$ cat src/rtl/adder_operand_pair_seq_if.sv
// Operand-pair bus between the network-side senders and the adder pairing stage.
// master: the side that drives operands and the enable; slave: the pairing stage.
interface adder_operand_pair_seq_if #(
  parameter int DATA_WIDTH = 16
);
  logic [1:0]              i_valid;
  logic [2*DATA_WIDTH-1:0] i_data_bus;
  logic [1:0]              o_ready;
  logic [1:0]              o_valid;
  logic [2*DATA_WIDTH-1:0] o_data_bus;
  logic                    i_en;

  modport slave (
    input  i_valid, i_data_bus, i_en,
    output o_ready, o_valid, o_data_bus
  );

  modport master (
    output i_valid, i_data_bus, i_en,
    input  o_ready, o_valid, o_data_bus
  );
endinterface

$ cat src/rtl/adder_operand_pair_seq.sv
// Operand pairing stage in front of the sequential two-operand adder.
// Side 0 buffers operand b, side 1 buffers operand a, each in its own small
// FIFO. A pair {a,b} is issued (o_valid=2'b11 for one cycle) only when both
// FIFOs hold data and the adder enable is high, so the n-th a always meets
// the n-th b. Readiness and pop decisions use registered counts only.
// Optional build macro: ADDER_PAIR_SKEW_CNT_EN adds o_skew_cnt, a saturating
// count of cycles in which exactly one side is non-empty.
module adder_operand_pair_seq #(
  parameter int DATA_WIDTH = 16,
  parameter int FIFO_DEPTH = 4,
  parameter int PTR_WIDTH  = 2
) (
  input  logic clk,
  input  logic rst,
  adder_operand_pair_seq_if.slave if_pair
`ifdef ADDER_PAIR_SKEW_CNT_EN
  ,
  output logic [15:0] o_skew_cnt
`endif
);

  localparam logic [PTR_WIDTH:0]   LP_FULL    = (PTR_WIDTH+1)'(FIFO_DEPTH);
  localparam logic [PTR_WIDTH:0]   LP_CNT_ONE = (PTR_WIDTH+1)'(1);
  localparam logic [PTR_WIDTH-1:0] LP_PTR_ONE = PTR_WIDTH'(1);

  logic [1:0][DATA_WIDTH-1:0] w_head;
  logic [1:0]                 w_ready;
  logic [1:0]                 w_nonempty;
  logic                       w_pop;

  logic                       r_valid;
  logic [2*DATA_WIDTH-1:0]    r_data;

  // Both heads leave together, so a pop needs data on both sides.
  assign w_pop = if_pair.i_en & w_nonempty[0] & w_nonempty[1];

  genvar gi;
  generate
    for (gi = 0; gi < 2; gi++) begin : g_side
      logic [DATA_WIDTH-1:0] r_mem [FIFO_DEPTH];
      logic [PTR_WIDTH-1:0]  r_wr_ptr;
      logic [PTR_WIDTH-1:0]  r_rd_ptr;
      logic [PTR_WIDTH:0]    r_count;
      logic                  w_wr;

      // Full is judged on the registered count: a same-cycle pop does not
      // open a slot for a write.
      assign w_ready[gi]    = (r_count != LP_FULL);
      assign w_nonempty[gi] = (r_count != '0);
      assign w_wr           = if_pair.i_valid[gi] & w_ready[gi];
      assign w_head[gi]     = r_mem[r_rd_ptr];

      // Operand storage; contents need no reset because the count guards reads.
      always_ff @(posedge clk) begin
        if (w_wr) begin
          r_mem[r_wr_ptr] <= if_pair.i_data_bus[gi*DATA_WIDTH +: DATA_WIDTH];
        end
      end

      // Pointer and occupancy bookkeeping; pointers wrap naturally at FIFO_DEPTH.
      always_ff @(posedge clk) begin
        if (rst) begin
          r_wr_ptr <= '0;
          r_rd_ptr <= '0;
          r_count  <= '0;
        end else begin
          if (w_wr) begin
            r_wr_ptr <= r_wr_ptr + LP_PTR_ONE;
          end
          if (w_pop) begin
            r_rd_ptr <= r_rd_ptr + LP_PTR_ONE;
          end
          case ({w_wr, w_pop})
            2'b10:   r_count <= r_count + LP_CNT_ONE;
            2'b01:   r_count <= r_count - LP_CNT_ONE;
            default: r_count <= r_count;
          endcase
        end
      end
    end
  endgenerate

  // Output register: one-cycle pair strobe with the popped heads, x when idle.
  always_ff @(posedge clk) begin
    if (rst) begin
      r_valid <= 1'b0;
      r_data  <= 'x;
    end else begin
      r_valid <= w_pop;
      r_data  <= w_pop ? {w_head[1], w_head[0]} : 'x;
    end
  end

  assign if_pair.o_ready    = w_ready;
  assign if_pair.o_valid    = {2{r_valid}};
  assign if_pair.o_data_bus = r_data;

`ifdef ADDER_PAIR_SKEW_CNT_EN
  logic [15:0] r_skew_cnt;

  // Count cycles where one operand is waiting on the other; saturates.
  always_ff @(posedge clk) begin
    if (rst) begin
      r_skew_cnt <= '0;
    end else if ((w_nonempty[0] ^ w_nonempty[1]) && (r_skew_cnt != 16'hFFFF)) begin
      r_skew_cnt <= r_skew_cnt + 16'd1;
    end
  end

  assign o_skew_cnt = r_skew_cnt;
`endif

endmodule

$ cat src/flat_wrapper.sv
// flat-port wrapper written by rule: the top's interface ports become plain ports
module adder_operand_pair_seq_flat 
#(
  parameter int DATA_WIDTH = 16,
  parameter int FIFO_DEPTH = 4,
  parameter int PTR_WIDTH  = 2
)
  (clk, rst, if_pair_i_valid, if_pair_i_data_bus, if_pair_i_en, if_pair_o_ready, if_pair_o_valid, if_pair_o_data_bus);
  adder_operand_pair_seq_if #(.DATA_WIDTH(DATA_WIDTH)) if_pair_i ();
  input  logic clk;
  input  logic rst;
  input wire logic [$bits(if_pair_i.i_valid)-1:0] if_pair_i_valid;
  input wire logic [$bits(if_pair_i.i_data_bus)-1:0] if_pair_i_data_bus;
  input wire logic [$bits(if_pair_i.i_en)-1:0] if_pair_i_en;
  output wire logic [$bits(if_pair_i.o_ready)-1:0] if_pair_o_ready;
  output wire logic [$bits(if_pair_i.o_valid)-1:0] if_pair_o_valid;
  output wire logic [$bits(if_pair_i.o_data_bus)-1:0] if_pair_o_data_bus;
  assign if_pair_i.i_valid = if_pair_i_valid;
  assign if_pair_i.i_data_bus = if_pair_i_data_bus;
  assign if_pair_i.i_en = if_pair_i_en;
  assign if_pair_o_ready = if_pair_i.o_ready;
  assign if_pair_o_valid = if_pair_i.o_valid;
  assign if_pair_o_data_bus = if_pair_i.o_data_bus;
  adder_operand_pair_seq #(.DATA_WIDTH(DATA_WIDTH), .FIFO_DEPTH(FIFO_DEPTH), .PTR_WIDTH(PTR_WIDTH)) u_core (.clk(clk), .rst(rst), .if_pair(if_pair_i));
endmodule
$ cat config.mk
export PLATFORM = sky130hd
export DESIGN_NAME = adder_operand_pair_seq_flat
export DESIGN_NICKNAME = d
export VERILOG_FILES = /design/src/rtl/adder_operand_pair_seq_if.sv /design/src/rtl/adder_operand_pair_seq.sv /design/src/flat_wrapper.sv
export SDC_FILE = /design/constraint.sdc
export NUM_CORES = 1
export LEC_CHECK = 0
export ABC_CLOCK_PERIOD_IN_PS = 2920
export CAP_MARGIN = 10
export CORE_MARGIN = 1.5
export CORE_UTILIZATION = 55
export CTS_BUF_LIST = sky130_fd_sc_hd__clkbuf_16
export CTS_CLUSTER_SIZE = 12
export DETAILED_ROUTE_END_ITERATION = 16
export PLACE_DENSITY = 0.79
export REMOVE_ABC_BUFFERS = 1
export SLEW_MARGIN = 20
export SYNTH_ARGS = -nofsm -noshare
export SYNTH_HDL_FRONTEND = slang
export SYNTH_SLANG_ARGS = --single-unit
$ cat constraint.sdc
create_clock -name clk -period 2.92 [get_ports clk]
set_input_delay 0.876 -clock clk [delete_from_list [all_inputs] [get_ports clk]]
set_output_delay 0.876 -clock clk [all_outputs]
set_load 0.03 [all_outputs]
==> results of run 1 <==
how the worst min path moves through the flow:
| stage | from | endpoint | slack, ns | cells after the start |
|---|---|---|---|---|
| floorplan | u_core.g_side[0].r_count[2]$_SDFFE_PP0P_ | u_core.g_side[0].r_count[2]$_SDFFE_PP0P_ | 0.47 | 2 |
| global route | u_core.g_side[0].r_count[2]$_SDFFE_PP0P_ | u_core.g_side[0].r_count[2]$_SDFFE_PP0P_ | 0.56 | 2 |
| finish | u_core.g_side[1].r_count[2]$_SDFFE_PP0P_ | u_core.g_side[1].r_count[2]$_SDFFE_PP0P_ | 0.52 | 2 |
| global placement | u_core.g_side[0].r_count[2]$_SDFFE_PP0P_ | u_core.g_side[0].r_count[2]$_SDFFE_PP0P_ | 0.49 | 2 |
| detailed placement | u_core.g_side[1].r_count[2]$_SDFFE_PP0P_ | u_core.g_side[1].r_count[2]$_SDFFE_PP0P_ | 0.52 | 2 |
| CTS | u_core.g_side[1].r_count[2]$_SDFFE_PP0P_ | u_core.g_side[1].r_count[2]$_SDFFE_PP0P_ | 0.53 | 2 |
per-stage QoR:
| stage | worst slack [ns] | utilization (%) |
|---|---|---|
| 6_report | 0.0931 | 70.1 |
| 3_3_place_gp | 0.0566 | 64.6 |
| 4_1_cts | 0.0728 | 70.1 |
| 3_5_place_dp | -0.0447 | 64.6 |
| 2_1_floorplan | 0.506 | - |
| 5_1_grt | 0.000500 | 70.1 |
sequential cells by signal, summed over array words and instances, names as in the netlist:
signal	cells
u_core.g_side.r_count	6
u_core.g_side.r_wr_ptr	4
u_core.if_pair.o_data_bus	32
u_core.g_side.r_mem	128
u_core.g_side.r_rd_ptr	4
u_core.r_valid	1
synthesized netlist by cell type:
cell,n
edfxtp_1,128
dfxtp_1,47
mux4_2,32
ha_1,10
inv_1,10
and3_2,8
nor2_1,8
a21oi_1,7
a21o_1,4
buf_2,4
buf_4,4
buf_6,4
nand2_1,4
nand3_1,4
xor2_1,4
a21oi_2,3
nor2b_1,3
buf_1,2
clkbuf_1,2
fa_1,2
mux2_2,2
nor3_2,2
o21ai_0,2
o31ai_1,2
or3_1,2
or3b_1,2
or4_1,2
nor3b_2,1
worst max-delay path: stages (launching register included):
cell and delay, ns:
dfxtp_1 0.38, or3b_1 0.51, clkdlybuf4s50_1 0.65
power breakdown:
group / internal (mW) / switching [mW] / leakage (nW)
sequential: 2.95 / 0.120 / 1.57
clock: 1.41 / 0.865 / 0.303
combinational: 0.544 / 0.630 / 0.742
cells in the final DEF, fill, tap and decap left out, types with 2 or more instances in the layout:
cell type and instances:
edfxtp_1 128, clkdlybuf4s50_1 72, buf_4 9, xor2_1 4, a21o_1 4, or3b_1 2, o21ai_0 2, nand2_1 4
or3_1 2, inv_1 13, clkinv_2 2, o31ai_1 2, clkinv_1 3, a21oi_2 3, or4_1 2, ha_1 10
a21oi_1 7, fa_1 2, bufinv_16 4, nor3_2 2, mux4_2 32, nor2b_1 3, nand3_1 4, mux2_2 2
clkbuf_16 17, and3_2 8, nor2_1 8, dfxtp_1 47
final cells by class:
type                    instances  area [µm²]  area share (%)
clock buffers                  17         425            5.55
well taps                     140         175            2.28
multi-input cells             104        1280            16.7
clock inverters                15         178            2.32
flip-flops and latches        175        4780            62.4
inverters                      10        37.5           0.489
repair buffers                 81         788            10.3
routing by layer:
layer  global-route usage (%)  wire length (µm)  vias to the layer above
met2                     31.0              5310                       63
met5                        0                 0                        -
met1                     23.3              4350                     1483
met4                     7.98               163                        0
met3                     5.39               384                       13
li1                         -                 -                     1355
cell families after synthesis:
group	after synthesis	synth area share, %
flops	175	77.0
mux	34	12.0
fa+ha+maj	12	2.66
simple gates	36	3.56
compound gates	18	1.87
xor+xnor	4	0.564
buf+inv	26	2.38
==> flow_metrics.tcl, run 1 <==
set metrics [dict create \
    status "completed" \
    vdd_ir_drop_max_uv 417 \
    cts_hold_buf 0 \
    pin_count 73 \
    hold_class "reg2reg" \
    p_leak_nw 2.61 \
    die_h_um 109 \
    hold_ws_ns 0.524 \
    dp_hpwl_um 6210 \
    portBuffers 72 \
    syn_area_um2 6210 \
    antenna_found_initial 0 \
    worstPathRequired_ns 2.04 \
    power_density_nw_per_um2 850 \
    synth.largest_area_cell "edfxtp_1" \
    critPathMaxFanout 10 \
    fin_crit_sh_pct 96.8 \
    max_freq_ghz 0.354 \
    cts_buffers 17 \
    htree_levels 4 \
    synth-seq-cells 175 \
    synth_top_area_share_pct 61.9 \
    grt_max_degree 19 \
    tightestPinTransition_ns 0.931 \
    n_fill_cell 717 \
    crit_arrival_ns 1.95 \
    rows 38 \
    cts_tree "done" \
    slew_viol_final 0 \
    layout-drive-gt1-share_pct 20.6 \
    finalHoldViolCount 0 \
    root_buffer "clkbuf_16" \
    finalSetupTns_ns 0 \
    start_util_pct 56.8 \
    drv_cap 0 \
    die_width_um 109 \
    clock_path_buffers 2 \
    seq_area_frac_synth_pct 77.0 \
    drc 0 \
    wl_per_cell_um 18.8 \
    core_area_um2 10900 \
    clkSlewWorstSetupHoldPaths_ns 0.06 \
    postCtsSetupBuffers 0 \
    relSlewSlack_pct 37.8 \
    cts_resized 0 \
    grt_pass1_wl_um 15800 \
    fin_area_um2 7670 \
    endpoint "if_pair_o_ready[0]" \
    startpoint "u_core.g_side[0].r_count[2]$_SDFFE_PP0P_" \
    num_vias 2914 \
    fin_nets 438 \
    die-area_um2 11900 \
    syn-mean-instance-area_um2 20.4 \
    finalNonFillerCells 542 \
    synth_cell_types 28 \
    grt_pass1_vias 3088 \
    first_iter_violations 139 \
    overflow 0 \
    r2r_start "u_core.g_side[1].r_count[2]$_SDFFE_PP0P_" \
    total_power_mw 6.52 \
    r2r_cells 8 \
    vias_per_cell 5.38 \
    synthesis.instances 305 \
    antenna_left 0 \
    startpoint_type "flop" \
    layout_min_cycle_time_ns 2.83 \
    dp.cells 510 \
    gp_congestion 0.692 \
    r2r_end "u_core.g_side[1].r_count[2]$_SDFFE_PP0P_" \
    cts_num_sinks 175 \
    yosys_warnings 0 \
    rsz0062_at_grt "no" \
    setup_violations 0 \
    synthTopCellsByArea "edfxtp_1 (62%), dfxtp_1 (15%), mux4_2 (12%), ha_1 (2.0%), and3_2 (0.97%)" \
    wirelength_um 10200 \
    area_growth_pct 23.4 \
    reg2reg_slack_ns 0.66 \
    finClkSkew_ns 0.00736 \
    antennaDiodeCount 0 \
    first_pass_iters 4 \
    path_class "reg2out" \
    grt_usage_pct 18.7 \
    critPathCaptureType "output pin" \
    place_area_um2 7070 \
    insertion_delay_ns 0.41 \
]
Power figures use the tool's default switching activity.
==> run 2, diff against run 1 <==
CORE_ASPECT_RATIO = 0.8   (was not set)
CORE_MARGIN = not set   (was 1.5)
==> flow_metrics.tcl, run 2 (synthesized netlist as in run 1, its figures left out) <==
set metrics [dict create \
    grt_pass1_wl_um 16400 \
    root_buffer "clkbuf_16" \
    finalSetupTns_ns 0 \
    portBuffers 72 \
    vdd_ir_drop_max_uv 406 \
    fin_crit_sh_pct 96.6 \
    final_common_cell "edfxtp_1" \
    wirelength_um 9980 \
    critPathCaptureType "output pin" \
    regMostFlops "u_core.g_side.r_mem" \
    first_iter_violations 231 \
    cp_num_buf_inv 1 \
    worstPathRequired_ns 2.04 \
    final_cell_mix "edfxtp_1 (128), clkdlybuf4s50_1 (72), dfxtp_1 (47), mux4_2 (32), clkbuf_16 (17)" \
    rows 34 \
    area_growth_pct 24.2 \
    cts_buffers 17 \
    grt_usage_pct 19.2 \
    cp_top_family "buffers and inverters" \
    dp_hpwl_um 6260 \
    hold_class "reg2reg" \
    total_power_mw 6.66 \
    crit_path_max_incr_delay_ns 0.65 \
    drv_cap 0 \
    cts_num_sinks 175 \
    core_area_um2 10900 \
    power_density_nw_per_um2 863 \
    startpoint_type "flop" \
    path_class "reg2out" \
    overflow 0 \
    clkSlewWorstSetupHoldPaths_ns 0.06 \
    antenna_found_initial 0 \
    grt_use_met2_pct 29.1 \
    pin_count 73 \
    busiest_layer "met2" \
    grt.met1_usage_pct 27.2 \
    crit_path_cell_trace "or3b_1 > clkdlybuf4s50_1" \
    first_pass_iters 4 \
    grt_pass1_vias 3109 \
    finalHoldViolCount 0 \
    rsz0062_at_grt "no" \
    num_vias 2929 \
    drc 0 \
    grt_max_degree 19 \
    p_leak_nw 2.63 \
    cts_hold_buf 0 \
    setup_violations 0 \
    die_width_um 121 \
    insertion_delay_ns 0.41 \
    die-area_um2 11700 \
    antenna_left 0 \
    fin_ws_ns 0.100 \
    crit_slowest_cell "clkdlybuf4s50_1" \
    grtUsageMet3_pct 3.87 \
    die_h_um 97.1 \
    start_util_pct 56.8 \
    tightestPinTransition_ns 0.891 \
    slew_viol_final 0 \
    fin_nets 438 \
    critPathMaxFanout 10 \
    htree_levels 4 \
    cts_resized 0 \
    wl_per_cell_um 18.3 \
    max_freq_ghz 0.355 \
    gp_congestion 0.732 \
    postCtsSetupBuffers 0 \
    vias_per_cell 5.36 \
    clock_path_buffers 2 \
    relSlewSlack_pct 40.5 \
    layout_min_cycle_time_ns 2.82 \
    cts_tree "done" \
    largest_reg_flops 128 \
    layout-drive-gt1-share_pct 21.6 \
    pre_cts_slack_ns -0.0267 \
    finClkSkew_ns 0.00795 \
    antennaDiodeCount 0 \
    crit_arrival_ns 1.94 \
    status "completed" \
]
==> run 2: changes by cell type in the layout (fill, tap and decap cells not counted) <==
cell       change
clkinv_1       -3
inv_1          -1
clkinv_4       +2
bufinv_16      +1
inv_6          +1
==> run 2: path summary, 6_finish.rpt <==
check | end | slack, ns | startpoint | cells after the start
hold reg to reg | u_core.g_side[0].r_count[2]$_SDFFE_PP0P_ | 0.52 | u_core.g_side[0].r_count[2]$_SDFFE_PP0P_ | 2
setup reg to reg | u_core.g_side[1].r_count[2]$_SDFFE_PP0P_ | 0.62 | u_core.g_side[1].r_count[2]$_SDFFE_PP0P_ | 8
hold / removal | u_core.g_side[0].r_count[2]$_SDFFE_PP0P_ | 0.52 | u_core.g_side[0].r_count[2]$_SDFFE_PP0P_ | 2
setup / recovery | if_pair_o_ready[0] | 0.10 | u_core.g_side[0].r_count[0]$_SDFFE_PP0P_ | 2
==> run 2: layer usage <==
metal,part of all wire [%],up-vias
met4,1.2,0
met1,46,1503
met3,3.2,9
met5,0,-
met2,50,58
li1,-,1359
==> run 2: area by class of cell <==
class                      instances  area, µm²
clock inverter                    15        219
multi-input combinational        104       1280
tap                              144        180
fill                             653       3220
clock buffer                      17        425
sequential                       175       4780
inverter                          10       37.5
timing repair buffer              81        788
==> run 2: power breakdown <==
part	internal (mW)	leakage, nW	total, mW	switching (mW)
registers	2.95	1.57	3.07	0.120
logic	0.544	0.742	1.17	0.622
clock network	1.52	0.320	2.43	0.909
total	5.01	2.63	6.66	1.65
==> run 2: tightest hold or removal path, cell delays in order, from the launching register on <==
cell	delay, ns
dfxtp_1	0.33
o21ai_0	0.08
a21oi_1	0.06
==> run 2: per-stage QoR <==
step | cell area, µm² | utilization [%] | std cells | hold WS [ns]
after floorplan | 6100 | - | 289 | 0.471
after global placement | 7070 | 64.7 | 514 | 0.488
after detailed placement | 7070 | 64.7 | 514 | 0.517
after CTS | 7720 | 70.6 | 546 | 0.524
after global routing | 7720 | 70.6 | 546 | 0.559
final | 7720 | 70.6 | 546 | 0.525
